`src/rtl/demux_8_buf.sv`:
```
// demux_8_buf: registered 1-to-8 dispatcher.
// One word per cycle enters on a valid/ready port and is steered by in_select
// into one of eight single-entry holding registers, each with its own
// valid/ready output handshake. A channel can be refilled in the same cycle it
// drains, so a single channel streams at full rate.
// Optional feature: define DEMUX8_BROADCAST_EN to add the in_bcast input, which
// loads one word into all eight channels at once (all-or-nothing).
module demux_8_buf #(
  parameter int WIDTH = 1
) (
  input  logic               clock,
  input  logic               reset,
  input  logic               in_valid,
  output logic               in_ready,
  input  logic [2:0]         in_select,
  input  logic [WIDTH-1:0]   in_data,
`ifdef DEMUX8_BROADCAST_EN
  input  logic               in_bcast,
`endif
  output logic [7:0]         out_valid,
  input  logic [7:0]         out_ready,
  output logic [8*WIDTH-1:0] out_data,
  output logic [7:0]         drop_count
);

  // Channel state: occupancy flag and held word per channel.
  logic [7:0]       full;
  logic [WIDTH-1:0] hold [8];

  // Per-channel handshake terms.
  logic [7:0] can;     // channel k can take a word this cycle
  logic [7:0] drain;   // sink k consumes its held word this cycle
  logic [7:0] load;    // channel k is written this cycle
  logic       accept;  // input handshake completes
  logic       stall;   // source waits on a busy destination

  // A channel is free if empty, or if its current word leaves this cycle.
  assign can    = ~full | out_ready;
  assign drain  = full & out_ready;
  assign accept = in_valid & in_ready;
  assign stall  = in_valid & ~in_ready;

  // Input readiness and per-channel load enables.
  always_comb begin
    // NOTE: every output of this block gets a default first so no path leaves
    // it unassigned; otherwise synthesis infers a latch.
    in_ready = can[in_select];
    load     = '0;
`ifdef DEMUX8_BROADCAST_EN
    if (in_bcast) begin
      // Broadcast is all-or-nothing: every channel must be free together.
      in_ready = &can;
      load     = {8{accept}};
    end else begin
      load[in_select] = accept;
    end
`else
    load[in_select] = accept;
`endif
  end

  // Channel registers: load wins over drain, so a word drained this cycle is
  // replaced without a bubble.
  always_ff @(posedge clock) begin
    // NOTE: sequential state is written with non-blocking assignments so every
    // register samples pre-edge values regardless of statement order.
    if (!reset) begin
      full <= '0;
      // NOTE: the holding registers are cleared on reset because out_data is
      // defined as zero after reset; a plain storage array would not need it.
      for (int k = 0; k < 8; k++) begin
        hold[k] <= '0;
      end
    end else begin
      for (int k = 0; k < 8; k++) begin
        if (load[k]) begin
          hold[k] <= in_data;
          full[k] <= 1'b1;
        end else if (drain[k]) begin
          full[k] <= 1'b0;
        end
      end
    end
  end

  // Saturating stall counter for debug visibility.
  always_ff @(posedge clock) begin
    if (!reset) begin
      drop_count <= '0;
    end else if (stall && (drop_count != 8'hFF)) begin
      drop_count <= drop_count + 8'd1;
    end
  end

  // Pack channel state onto the output ports.
  always_comb begin
    out_valid = full;
    out_data  = '0;
    for (int k = 0; k < 8; k++) begin
      out_data[k*WIDTH +: WIDTH] = hold[k];
    end
  end

endmodule

```
`config.mk`:
```
export PLATFORM = sky130hd
export DESIGN_NAME = demux_8_buf
export DESIGN_NICKNAME = d
export VERILOG_FILES = /design/src/rtl/demux_8_buf.sv
export SDC_FILE = /design/constraint.sdc
export NUM_CORES = 1
export LEC_CHECK = 0
export CORE_AREA = 4 4 56 58
export DETAILED_ROUTE_END_ITERATION = 8
export DIE_AREA = 0 0 60 62
export HOLD_SLACK_MARGIN = 0.12
export PLACE_DENSITY = 0.8
export SYNTH_ARGS = -nofsm -noshare
export SYNTH_HDL_FRONTEND = slang
export SYNTH_SLANG_ARGS = --single-unit
```
`constraint.sdc`:
```
create_clock -name clock -period 4.18 [get_ports clock]
set_clock_uncertainty 0.1 [all_clocks]
set_input_delay 0.836 -clock clock [delete_from_list [all_inputs] [get_ports clock]]
set_output_delay 0.836 -clock clock [all_outputs]
set_load 0.01 [all_outputs]
```
### Word-level counts from Yosys, hierarchy flattened

Memories as Yosys holds them, arrays and structs flattened.
Cells that the tools add are included.

* output and inout port bits: 25
* flip-flop bits (word level): 16
* input bits: 15
* bits in writable memories: 8
* word-level logic and storage cells: 92
* memories kept: 1

Memory list
* hold: depth 8, width 1, rd ports 8, clocked after memory_dff 0, wr ports 8, RTL line 28 `logic [WIDTH-1:0] hold [8];`

* order comparisons: 2
* reduce and logical (&&, ||, !) cells: 10
* multiplexer cells: 53
* bitwise logic cells: 15
* add/subtract/negate cells: 1
* equality and inequality tests: 1

Operator list (number)
* two-way mux 1 bit: 51
* bitwise AND 8 bit: 2
* nonzero test 2 bit: 8
* adder 8 x 1 -> 8 bit (second input constant): 1
* inequality test 8 bit (second input constant): 1
* inverter 8 bit: 1
* OR 1 bit: 8
* OR 8 bit: 1
* < comparator 3 x 4 -> 1 bit (second input constant): 1
* binary-select mux 1 bit (select 3 bit): 1
* demux 1 bit (select 3 bit): 1
* greater-or-equal comparator 3 x 1 -> 1 bit (second input constant): 1
* bitwise AND 1 bit: 2
* logical AND 1 bit: 2
* inverter 1 bit: 1

### Depth between registers and ports, before layout

* depth after elaboration: 10
* depth in mapped cells: 6
* gate-level depth less buffers: 5

### Worst setup path before layout

OpenSTA, ideal clock, no wires.

* path type: input to output
* from: input port in_select[2]
* to: output port in_ready
* stages on the path: 4
* required time: 3244 ps
* buffers on the path: 2
* arrival time: 1899 ps
* path slack: 1345 ps
* cell sequence: buf_4 mux4_2 mux2i_4 buf_6

* cells in the longest elaborated chain, start to end: 2

RTL lines
* start: declaration: RTL line 15 `input logic [2:0] in_select,`
* binary-select mux 1 bit (select 3 bit): RTL line 47 `in_ready = can[in_select];`
* two-way mux 1 bit (implied by the code): RTL line 47
* end: declaration: RTL line 14 `output logic in_ready,`

No other way between the ends. The select of a mux whose other input is x is not followed.

### Worst setup path in the final report

Ends and elaborated chain as after synthesis.

==> flow_metrics.tcl <==
set metrics [dict create \
    grt_pass1_vias 1023 \
    status "complete, no violations" \
    whs_ps 390.7 \
    firstDrtPassIters 4 \
    wl_per_cell_um 13.46 \
    ys_top_cells_by_area "dfxtp_1, edfxtp_1, nand2_1" \
    synthCells 123 \
    detail_route.wirelength_um 2598 \
    power_density_nw_per_um2 247.0 \
    ys_warn_count 0 \
    dr_total_vias 1044 \
    initial_core_util 0.4601 \
    ios 40 \
    die_area_um2 3720 \
    p_leak_nw 0.5783 \
    cp_data_arrival_time_ps 2730 \
    clkPwrFrac 0.246 \
    ys_ff_latch 24 \
    synth_xor_area_frac 0 \
    ir_drop_mv 0.1911 \
    drive_gt1_frac 0.09259 \
    grt-ovfl-total 0 \
    power_w 0.0004113 \
    hold_buffers 0 \
    synth_nets 139 \
    path_class "input pin to output port" \
    max_stage_delay_ps 600 \
    slew_viol_final 0 \
    antenna_found_initial 0 \
    synth-compound-area-share 0.1440 \
    nFillCells 241 \
    synth_area_um2 1225 \
    pwr-share-seq 0.601 \
    crit_fanout 4 \
    grt_pass1_wl_um 4409 \
    fin_crit_ps 3671 \
    clkLatencyLatePin_ps 300 \
    port_buffers 39 \
    synth.most_common_cell "nand2_1" \
    cts_repair_resize_count 0 \
    synth_cell_types 29 \
    setup_viol 0 \
    synthArstFlopShare 0 \
    synthFlopType "dfxtp_1" \
    cp_cell_sequence "clkdlybuf4s50_1 > mux4_2 > mux2i_4 > clkdlybuf4s50_1" \
    rsz0062_at_grt "no" \
    ant_nets 0 \
    synth_fa_ha_area_frac 0.01021 \
    cts_tree "yes" \
    clockRootBuffer "clkbuf_4" \
    setup_tns_ps 0 \
    slew_headroom 0.5104 \
    fin_crit_sh 0.8782 \
    h-tree-depth 1 \
    gp_congestion 0.8193 \
    worst_pin_slew_ps 732.2 \
    synth_top_area_frac 0.2778 \
    grt_start_max_net_pins 25 \
    worstSetupStartpointType "input pin" \
    r2r_slack_ps 2050 \
    clock_sinks 24 \
    rows 19 \
    switchingPower_w 0.00009719 \
    synth_largest_area_cell "dfxtp_1" \
    synth_top_family_by_area "simple AND/OR/NAND/NOR gates" \
    dieHeight_um 62 \
    nets 179 \
    drc 0 \
    clock_path_buffers 2 \
    combPwrFrac 0.153 \
    antennaDiodeCount 0 \
    hpwl_um 2094 \
    cts_setup_buffers 0 \
    synth_edf_count 7 \
    core_area_um2 2663 \
    finalHoldViolCount 0 \
    die-width_um 60 \
    synthSimpleGateAreaFrac 0.2523 \
    area_growth_pct 35.96 \
    crit_path_top_delay_cell "clkdlybuf4s50_1" \
    swShare 0.2363 \
    crit_top_cell "clkdlybuf4s50_1" \
    endpoint_kind "output port" \
    numCtsBuffers 3 \
    synthMuxAreaShare 0.1042 \
    utilization 0.6255 \
    max_freq_mhz 272.4 \
    track_usage 0.1548 \
    viasPerCell 5.409 \
    ys_top_cells_by_count "nand2_1, dfxtp_1, nor2b_1, o21ai_1" \
    p_int_w 0.0003141 \
    ys_seq_area_frac 0.4494 \
    drv_cap 0 \
    min_path_type "flop to flop" \
    critPathRequiredTime_ps 3240 \
    avgSynthCellArea_um2 9.959 \
    cts.reportedPaths.clkPinSlew_ps 120 \
    first_iter_violations 17 \
]
## power by group through the flow
| stage | Sequential, W | Clock, W | Combinational (W) |
|---|---|---|---|
| global route | 0.000248 | 0.000117 | 0.0000684 |
| finish | 0.000247 | 0.000101 | 0.0000629 |
| floorplan | 0.000256 | 0 | 0.0000285 |
| CTS | 0.000247 | 0.000105 | 0.0000634 |
| global placement | 0.000252 | 0 | 0.0000616 |
| detailed placement | 0.000253 | 0 | 0.0000632 |
## layout make-up
cell class,instances,area [µm²],share of cell area
timing repair buffer,42,412.9,0.2479
tap,31,38.79,0.02329
sequential,24,550.5,0.3306
inverter,3,11.26,0.006762
clock buffer,4,26.28,0.01578
multi-input combinational,89,625.6,0.3757
## placed cells by master (no fill, tap or decap), drive strengths merged, types with 4 or more instances in the layout
cell type | netlist | layout
nand3 | 5 | 5
edfxtp | 7 | 7
clkbuf | 5 | 4
o31ai | 4 | 4
nor4 | 5 | 5
nand2 | 21 | 21
o21ai | 8 | 8
mux2i | 7 | 7
nor3 | 5 | 5
nor2b | 8 | 8
o41ai | 4 | 4
nand2b | 7 | 7
dfxtp | 17 | 17
clkdlybuf4s50 | 0 | 39
## metal layers
layer  track usage  routed length, µm
met1        0.1882               1125
met2        0.2747               1371
met3       0.02893                 84
met4       0.05380                 17
met5             0                  0
## kinds of logic (layout without fill, tap and decap cells)
kind of cell | count (synthesis) | in the layout
DFF | 24 | 24
AOI/OAI and AO/OA | 22 | 22
and+or+nand+nor | 57 | 57
buffers and inverters | 10 | 49
adders and majority gates | 1 | 1
muxes | 9 | 9
## per-stage QoR
stage / setup slack [ps] / instances / instance area [µm²]
4_1_cts: 499.2 / 193 / 1665
6_report: 509.1 / 193 / 1665
5_1_grt: 425.9 / 193 / 1665
3_3_place_gp: 521.0 / 189 / 1639
2_1_floorplan: 1345 / 123 / 1225
3_5_place_dp: 516.1 / 189 / 1639
## critical path: cells and delay by family
kind,cells,cell delay [ps]
multiplexers,2,730
buffers and inverters,2,1160
## path summary, 6_finish.rpt
check	from	depth (start not counted)	to
setup reg to reg	out_valid[3]	6	hold[0][0]
setup / recovery	in_select[2]	4	in_ready
hold reg to reg	drop_count[5]	2	drop_count[5]
hold / removal	drop_count[5]	2	drop_count[5]
## state kept, by name (all words and copies together), names as in the netlist
signal / cells
hold: 8
drop_count: 8
out_valid: 8
No activity file was read; power rests on OpenSTA's default activity.
